File: config.mk
export PLATFORM = sky130hd
export DESIGN_NAME = fpu_issue_arbiter
export DESIGN_NICKNAME = d
export VERILOG_FILES = /design/src/rtl/fpu_pkg.sv /design/src/rtl/fpu_rr_arbiter.sv /design/src/rtl/fpu_issue_arbiter.sv
export SDC_FILE = /design/constraint.sdc
export NUM_CORES = 1
export LEC_CHECK = 0
export CAP_MARGIN = 10
export CORE_ASPECT_RATIO = 0.75
export CORE_MARGIN = 8
export CORE_UTILIZATION = 35
export CTS_CLUSTER_DIAMETER = 150
export DETAILED_ROUTE_END_ITERATION = 6
export GPL_ROUTABILITY_DRIVEN = 0
export MAX_ROUTING_LAYER = met4
export PLACE_DENSITY = 0.78
export SETUP_SLACK_MARGIN = 0.02
export SLEW_MARGIN = 25
export SYNTH_ARGS = -nofsm -noshare
export SYNTH_HDL_FRONTEND = slang
export SYNTH_SLANG_ARGS = --single-unit
File: constraint.sdc
create_clock -name clock -period 3 [get_ports clock]
set_input_delay 0.6 -clock clock [delete_from_list [all_inputs] [get_ports clock]]
set_output_delay 0.6 -clock clock [all_outputs]
set_load 0.03 [all_outputs]
File: src/rtl/fpu_pkg.sv
// rtl/fpu_pkg.sv - shared FPU opcodes, controller states and latency table
package fpu_pkg;
    localparam int OP_W    = 4;
    localparam int COUNT_W = 5;

    localparam logic [OP_W-1:0] FADD   = 4'd0;
    localparam logic [OP_W-1:0] FSUB   = 4'd1;
    localparam logic [OP_W-1:0] FMUL   = 4'd2;
    localparam logic [OP_W-1:0] FMADD  = 4'd3;
    localparam logic [OP_W-1:0] FMOV   = 4'd4;
    localparam logic [OP_W-1:0] FSGNJ  = 4'd5;
    localparam logic [OP_W-1:0] FDIV   = 4'd6;
    localparam logic [OP_W-1:0] FCMP   = 4'd7;
    localparam logic [OP_W-1:0] FCVTFI = 4'd8;
    localparam logic [OP_W-1:0] FCVT   = 4'd9;
    localparam logic [OP_W-1:0] FIRST_UNDEF = 4'd10;

    typedef enum logic [1:0] {
        ST_IDLE = 2'd0,
        ST_BUSY = 2'd1,
        ST_DONE = 2'd2
    } fpu_state_t;

    function automatic logic [COUNT_W-1:0] fpu_latency(input logic [OP_W-1:0] op);
        case (op)
            FADD, FSUB:     fpu_latency = 5'd7;
            FMUL:           fpu_latency = 5'd5;
            FMADD:          fpu_latency = 5'd6;
            FMOV:           fpu_latency = 5'd0;
            FSGNJ, FCMP:    fpu_latency = 5'd1;
            FDIV:           fpu_latency = 5'd16;
            FCVTFI, FCVT:   fpu_latency = 5'd6;
            default:        fpu_latency = 5'd0;
        endcase
    endfunction

    // Zero-latency and undefined ops still hold the FPU for one cycle.
    function automatic logic [COUNT_W-1:0] fpu_occupancy(input logic [OP_W-1:0] op);
        logic [COUNT_W-1:0] lat;
        lat = fpu_latency(op);
        fpu_occupancy = (lat == '0) ? 5'd1 : lat;
    endfunction
endpackage

File: src/rtl/fpu_rr_arbiter.sv
// rtl/fpu_rr_arbiter.sv - two-way round-robin grant with last-grant pointer
module fpu_rr_arbiter (
    input  logic       clock,
    input  logic       clear,
    input  logic [1:0] eligible,
    input  logic       accept,
    output logic [1:0] grant
);
    logic last_q;

    always_comb begin
        grant = eligible;
        if (eligible == 2'b11) begin
            grant = last_q ? 2'b01 : 2'b10;
        end
    end

    always_ff @(posedge clock or negedge clear) begin
        if (!clear) begin
            last_q <= 1'b1;
        end else if (accept) begin
            last_q <= grant[1];
        end
    end
endmodule

File: src/rtl/fpu_issue_arbiter.sv
// rtl/fpu_issue_arbiter.sv - shares one multi-cycle FPU between two requesters
module fpu_issue_arbiter
    import fpu_pkg::*;
#(
    parameter int DATA_W = 32,
    parameter int TAG_W  = 5
) (
    input  logic              clock,
    input  logic              clear,
    input  logic [1:0]        req_valid,
    input  logic [OP_W-1:0]   req_op0,
    input  logic [OP_W-1:0]   req_op1,
    input  logic [DATA_W-1:0] req_a0,
    input  logic [DATA_W-1:0] req_b0,
    input  logic [DATA_W-1:0] req_a1,
    input  logic [DATA_W-1:0] req_b1,
    input  logic [TAG_W-1:0]  req_tag0,
    input  logic [TAG_W-1:0]  req_tag1,
    input  logic [1:0]        flush,
    output logic [1:0]        req_ready,
    output logic              fpu_sel,
    output logic [OP_W-1:0]   fpu_op,
    output logic [DATA_W-1:0] fpu_a,
    output logic [DATA_W-1:0] fpu_b,
    input  logic [DATA_W-1:0] fpu_result,
    output logic [1:0]        resp_valid,
    output logic [DATA_W-1:0] resp_data,
    output logic [TAG_W-1:0]  resp_tag,
    output logic              resp_illegal,
    output logic              busy
);
    fpu_state_t         state_q, state_d;
    logic [COUNT_W-1:0] count_q;
    logic [OP_W-1:0]    op_q;
    logic [DATA_W-1:0]  a_q, b_q;
    logic [TAG_W-1:0]   tag_q;
    logic               owner_q;
    logic [1:0]         eligible, grant;
    logic               can_accept, accept, flush_own, last_beat;

    // A requester flushing in the same cycle is never offered a grant.
    assign eligible = req_valid & ~flush;

    fpu_rr_arbiter u_arb (
        .clock    (clock),
        .clear    (clear),
        .eligible (eligible),
        .accept   (accept),
        .grant    (grant)
    );

    assign can_accept = (state_q == ST_IDLE) || (state_q == ST_DONE);
    assign req_ready  = can_accept ? grant : 2'b00;
    assign accept     = |(req_valid & req_ready);
    assign flush_own  = flush[owner_q];
    assign last_beat  = (count_q == fpu_occupancy(op_q) - 5'd1);

    always_comb begin
        state_d = state_q;
        case (state_q)
            ST_IDLE: if (accept) state_d = ST_BUSY;
            ST_BUSY: begin
                if (flush_own) begin
                    state_d = ST_IDLE;
                end else if (last_beat) begin
                    state_d = ST_DONE;
                end
            end
            ST_DONE: state_d = accept ? ST_BUSY : ST_IDLE;
            default: state_d = ST_IDLE;
        endcase
    end

    always_ff @(posedge clock or negedge clear) begin
        if (!clear) begin
            state_q <= ST_IDLE;
        end else begin
            state_q <= state_d;
        end
    end

    always_ff @(posedge clock or negedge clear) begin
        if (!clear) begin
            count_q      <= '0;
            op_q         <= '0;
            a_q          <= '0;
            b_q          <= '0;
            tag_q        <= '0;
            owner_q      <= 1'b0;
            resp_data    <= '0;
            resp_illegal <= 1'b0;
        end else if (accept) begin
            count_q <= '0;
            owner_q <= grant[1];
            op_q    <= grant[1] ? req_op1  : req_op0;
            a_q     <= grant[1] ? req_a1   : req_a0;
            b_q     <= grant[1] ? req_b1   : req_b0;
            tag_q   <= grant[1] ? req_tag1 : req_tag0;
        end else if (state_q == ST_BUSY) begin
            if (flush_own || last_beat) begin
                count_q <= '0;
            end else begin
                count_q <= count_q + 5'd1;
            end
            if (!flush_own && last_beat) begin
                resp_data    <= fpu_result;
                resp_illegal <= (op_q >= FIRST_UNDEF);
            end
        end
    end

    assign fpu_sel    = (state_q == ST_BUSY);
    assign busy       = (state_q == ST_BUSY);
    assign fpu_op     = op_q;
    assign fpu_a      = a_q;
    assign fpu_b      = b_q;
    assign resp_tag   = tag_q;
    assign resp_valid = (state_q == ST_DONE) ? (owner_q ? 2'b10 : 2'b01) : 2'b00;
endmodule
==> metrics.csv <==
stage;metric;value;unit
status;outcome;finished with violations;
status;violated checks;negative setup slack;
cells_and_area;nets@finish;949;
sta;final setup violation count;3;
cells_and_area;n_diodes;0;
sta;RSZ-0062 raised after global routing;true;
sta;Max Clk Rate;0.3328;GHz
pwr;Total Power;0.01025;W
floorplanning;area of the core;0.01445;mm2
global_routing;initial antenna violation count;0;
synthesis;Post-Syn Area;0.005165;mm2
cells_and_area;share of cells above drive strength 1;0.1239;
floorplanning;Die X;156.3;um
pwr;Power Density;1104;mW/mm2
setup_path;Crit. Startpoint;fpu_op[2];
global_routing;total gr overflow;0;
setup_path;CP max FO;10;
cells_and_area;Area Overhead vs Synth;79.82;%
drt;initial DRC count;145;
sta;Final Hold Vio Count;0;
setup_path;CP Cell Sequence;nor4bb_4, or3_1, ha_2, ha_2, xor2_1, or3_1, a221oi_2, and2b_4, clkbuf_16, mux2_1;
cells_and_area;Layout Cell Area excl Fill;0.009288;mm2
drt;DRT Wirelength;17160;um
setup_path;CP Depth;10;
placed_design;DP HPWL;13360;um
floorplanning;Row Count;38;
pwr;LEAKAGE;4.186;nW
cells_and_area;most frequent cells in the layout;clkdlybuf4s50_1 (293), dfrtp_1 (110), nor2_1 (76);
clock_tree;TritonCTS clock tree;done;
setup_path;Critical Path AT;3.29;ns
global_routing;first-pass GRT wire length;26040;um
floorplanning;total die area;0.01894;mm2
clock_tree;CTS Hold Bufs;0;
sta;Least-Margin Pin Slew;0.6328;ns
setup_path;Crit path required time;3.29;ns
sta;Slew HR;0.5782;
synthesis;post-synthesis area per instance;11.30;um2
drt;Routed Antenna Nets;0;
setup_path;Reg2Reg Depth;10;
clock_tree;CTS root buffer;clkbuf_16;
sta;Setup TNS;-0.01177;ns
floorplanning;effective utilization at floorplan;0.3573;
drt;via/cell ratio;4.674;
drt;# DRC;0;
clock_tree;Clock transition at path regs;0.06;ns
synthesis;post-synthesis cell count;457;
synthesis;register area share after synthesis;0.5574;
setup_path;Worst Setup EP;resp_data[21];
drt;DR WL/cell;17.60;um
synthesis;post-synth cell types;36;
drt;DRT Pass-1 Iters;4;
clock_tree;worst skew pair latency;0.40;ns
cells_and_area;most common cell after layout, fill and taps aside;clkdlybuf4s50_1;
global_routing;vias in the first global route;5041;
placed_design;Post-Place Worst Slack;-0.07979;ns
setup_path;CP Buf/Inv Count;1;
floorplanning;Die Ht;121.2;um
hold_path;Hold/Removal Path Class;in -> async;
synthesis;Yosys reg bits;115;
setup_path;Worst Setup End Kind;flop;
sta;fin crit share;1.002;
clock_tree;CTS buffer count;17;
synthesis;Mapped Nets;644;
clock_tree;CTS max path bufs;2;
sta;Final Max Slew Viols;0;
sta;crit path time final;3.005;ns
drt;via count;4557;
cells_and_area;fill count;1126;
sta;worst setup margin;-0.005199;ns
setup_path;CP Launch Type;flop;
job;Max Cap Viol;0;
pwr;Peak VDD IR;544.9;uV
setup_path;crit path kind;reg -> reg;
global_routing;largest net degree at the start of global routing;67;
synthesis;synth warn;0;
cells_and_area;Final Util;0.6426;
floorplanning;Ports;296;
setup_path;CP max stage cell;dfrtp_2;
placed_design;placed cell areas;0.008467;mm2
setup_path;Critical R2R Capture;resp_data[21];
placed_design;IO buf count;295;
clock_tree;CTS Sinks;115;
sta;skew final;0.006992;ns
setup_path;RR Startpoint;fpu_op[2];
setup_path;Crit path max-delay family;simple AND/OR/NAND/NOR gates;
clock_tree;# H-tree levels;4;
global_routing;Total GRT Usage;0.1808;
setup_path;slack of the worst reg-to-reg path;-0.005;ns
setup_path;Max stage delay on crit path;0.44;ns
## area by class of cell
type	instances	area (um2)	share of cell area
multi-input cells	307	2280	0.2455
well taps	200	250.2	0.02694
clock inverters	11	175.2	0.01886
clock buffers	21	460.4	0.04958
flip-flops and latches	115	2884	0.3105
repair buffers	317	3223	0.3470
inverters	4	15.01	0.001617
## synth_stat cells, drive strengths merged
cell type,count,area (um2)
nand3,3,15.01
nand2b,6,37.54
xor2,5,43.79
nor3b,3,22.52
nor4bb,2,26.28
a221oi,1,15.01
or2,1,6.260
mux2,32,360.3
ha,3,37.54
mux2i,74,740.7
or4,1,7.510
and2b,1,7.510
a21oi,74,370.4
a211oi,1,7.510
buf,13,87.57
o22ai,1,6.260
dfrtp,114,2853
o21ai,6,30.03
a31o,1,8.760
nor2,76,285.3
or3,2,12.51
nor2b,1,6.260
nor3,1,5.000
clkbuf,18,67.56
nand2,7,26.28
dfstp,1,26.28
o211ai,1,7.510
o31ai,1,7.510
inv,4,15.01
a21o,3,22.52
## kinds of logic after synthesis
kind of cell	synth area share
compound gates	0.09206
xor+xnor	0.008478
fa+ha+maj	0.007268
buf+inv	0.03294
flops	0.5574
mux	0.2132
simple gates	0.08866
## per-layer routing
metal  share of wire  GRT usage
met1            0.41     0.1979
met2            0.50     0.3007
met3           0.069    0.06121
met4           0.021    0.07066
met5               0          -
## flip-flops by register name (all words and copies together) (netlist names)
register,cells
resp_data,32
state_q,2
count_q,5
u_arb.last_q,1
resp_tag,5
fpu_b,32
fpu_a,32
owner_q,1
fpu_op,4
resp_illegal,1
## worst register-to-register path, cell delays in order (launching register included)
cell	delay, ns
dfrtp_2	0.44
nor4bb_4	0.18
or3_1	0.35
ha_2	0.19
ha_2	0.16
xor2_1	0.14
or3_1	0.32
a221oi_2	0.30
and2b_4	0.29
clkbuf_16	0.20
mux2_1	0.32
## through the flow
| step | hold WS [ns] | cells |
|---|---|---|
| floorplan | 0.3044 | 457 |
| global placement | 0.4675 | 938 |
| detailed placement | 0.4752 | 938 |
| CTS | 0.2177 | 971 |
| global route | 0.2416 | 975 |
| finish | 0.1973 | 975 |
## worst min path at each step
stage	to	start	slack, ns	cells after the start
global placement	resp_data[18]	resp_data[18]	0.47	1
finish	fpu_b[18]	clear	0.20	1
CTS	fpu_b[18]	clear	0.22	1
detailed placement	resp_data[9]	resp_data[9]	0.48	1
global route	fpu_b[19]	clear	0.24	1
floorplan	count_q[0]	clear	0.30	0
## where the power goes
part	switching [W]	leakage [nW]	internal [W]
clock network	0.000709	0.304	0.00144
logic	0.00284	2.57	0.00249
registers	0.000468	1.31	0.00231
total	0.00402	4.19	0.00624
## what timing repair did
| action | CTS | global route |
|---|---|---|
| setup buffers | 1 | 2 |
| pin swaps | 1 | 1 |
| cloned | 0 | 2 |
| endpoints found under the setup margin | 32 | 32 |
| endpoints found under the hold margin | 0 | 0 |
| resized for setup | 5 | 25 |
Power figures use the tool's default switching activity.
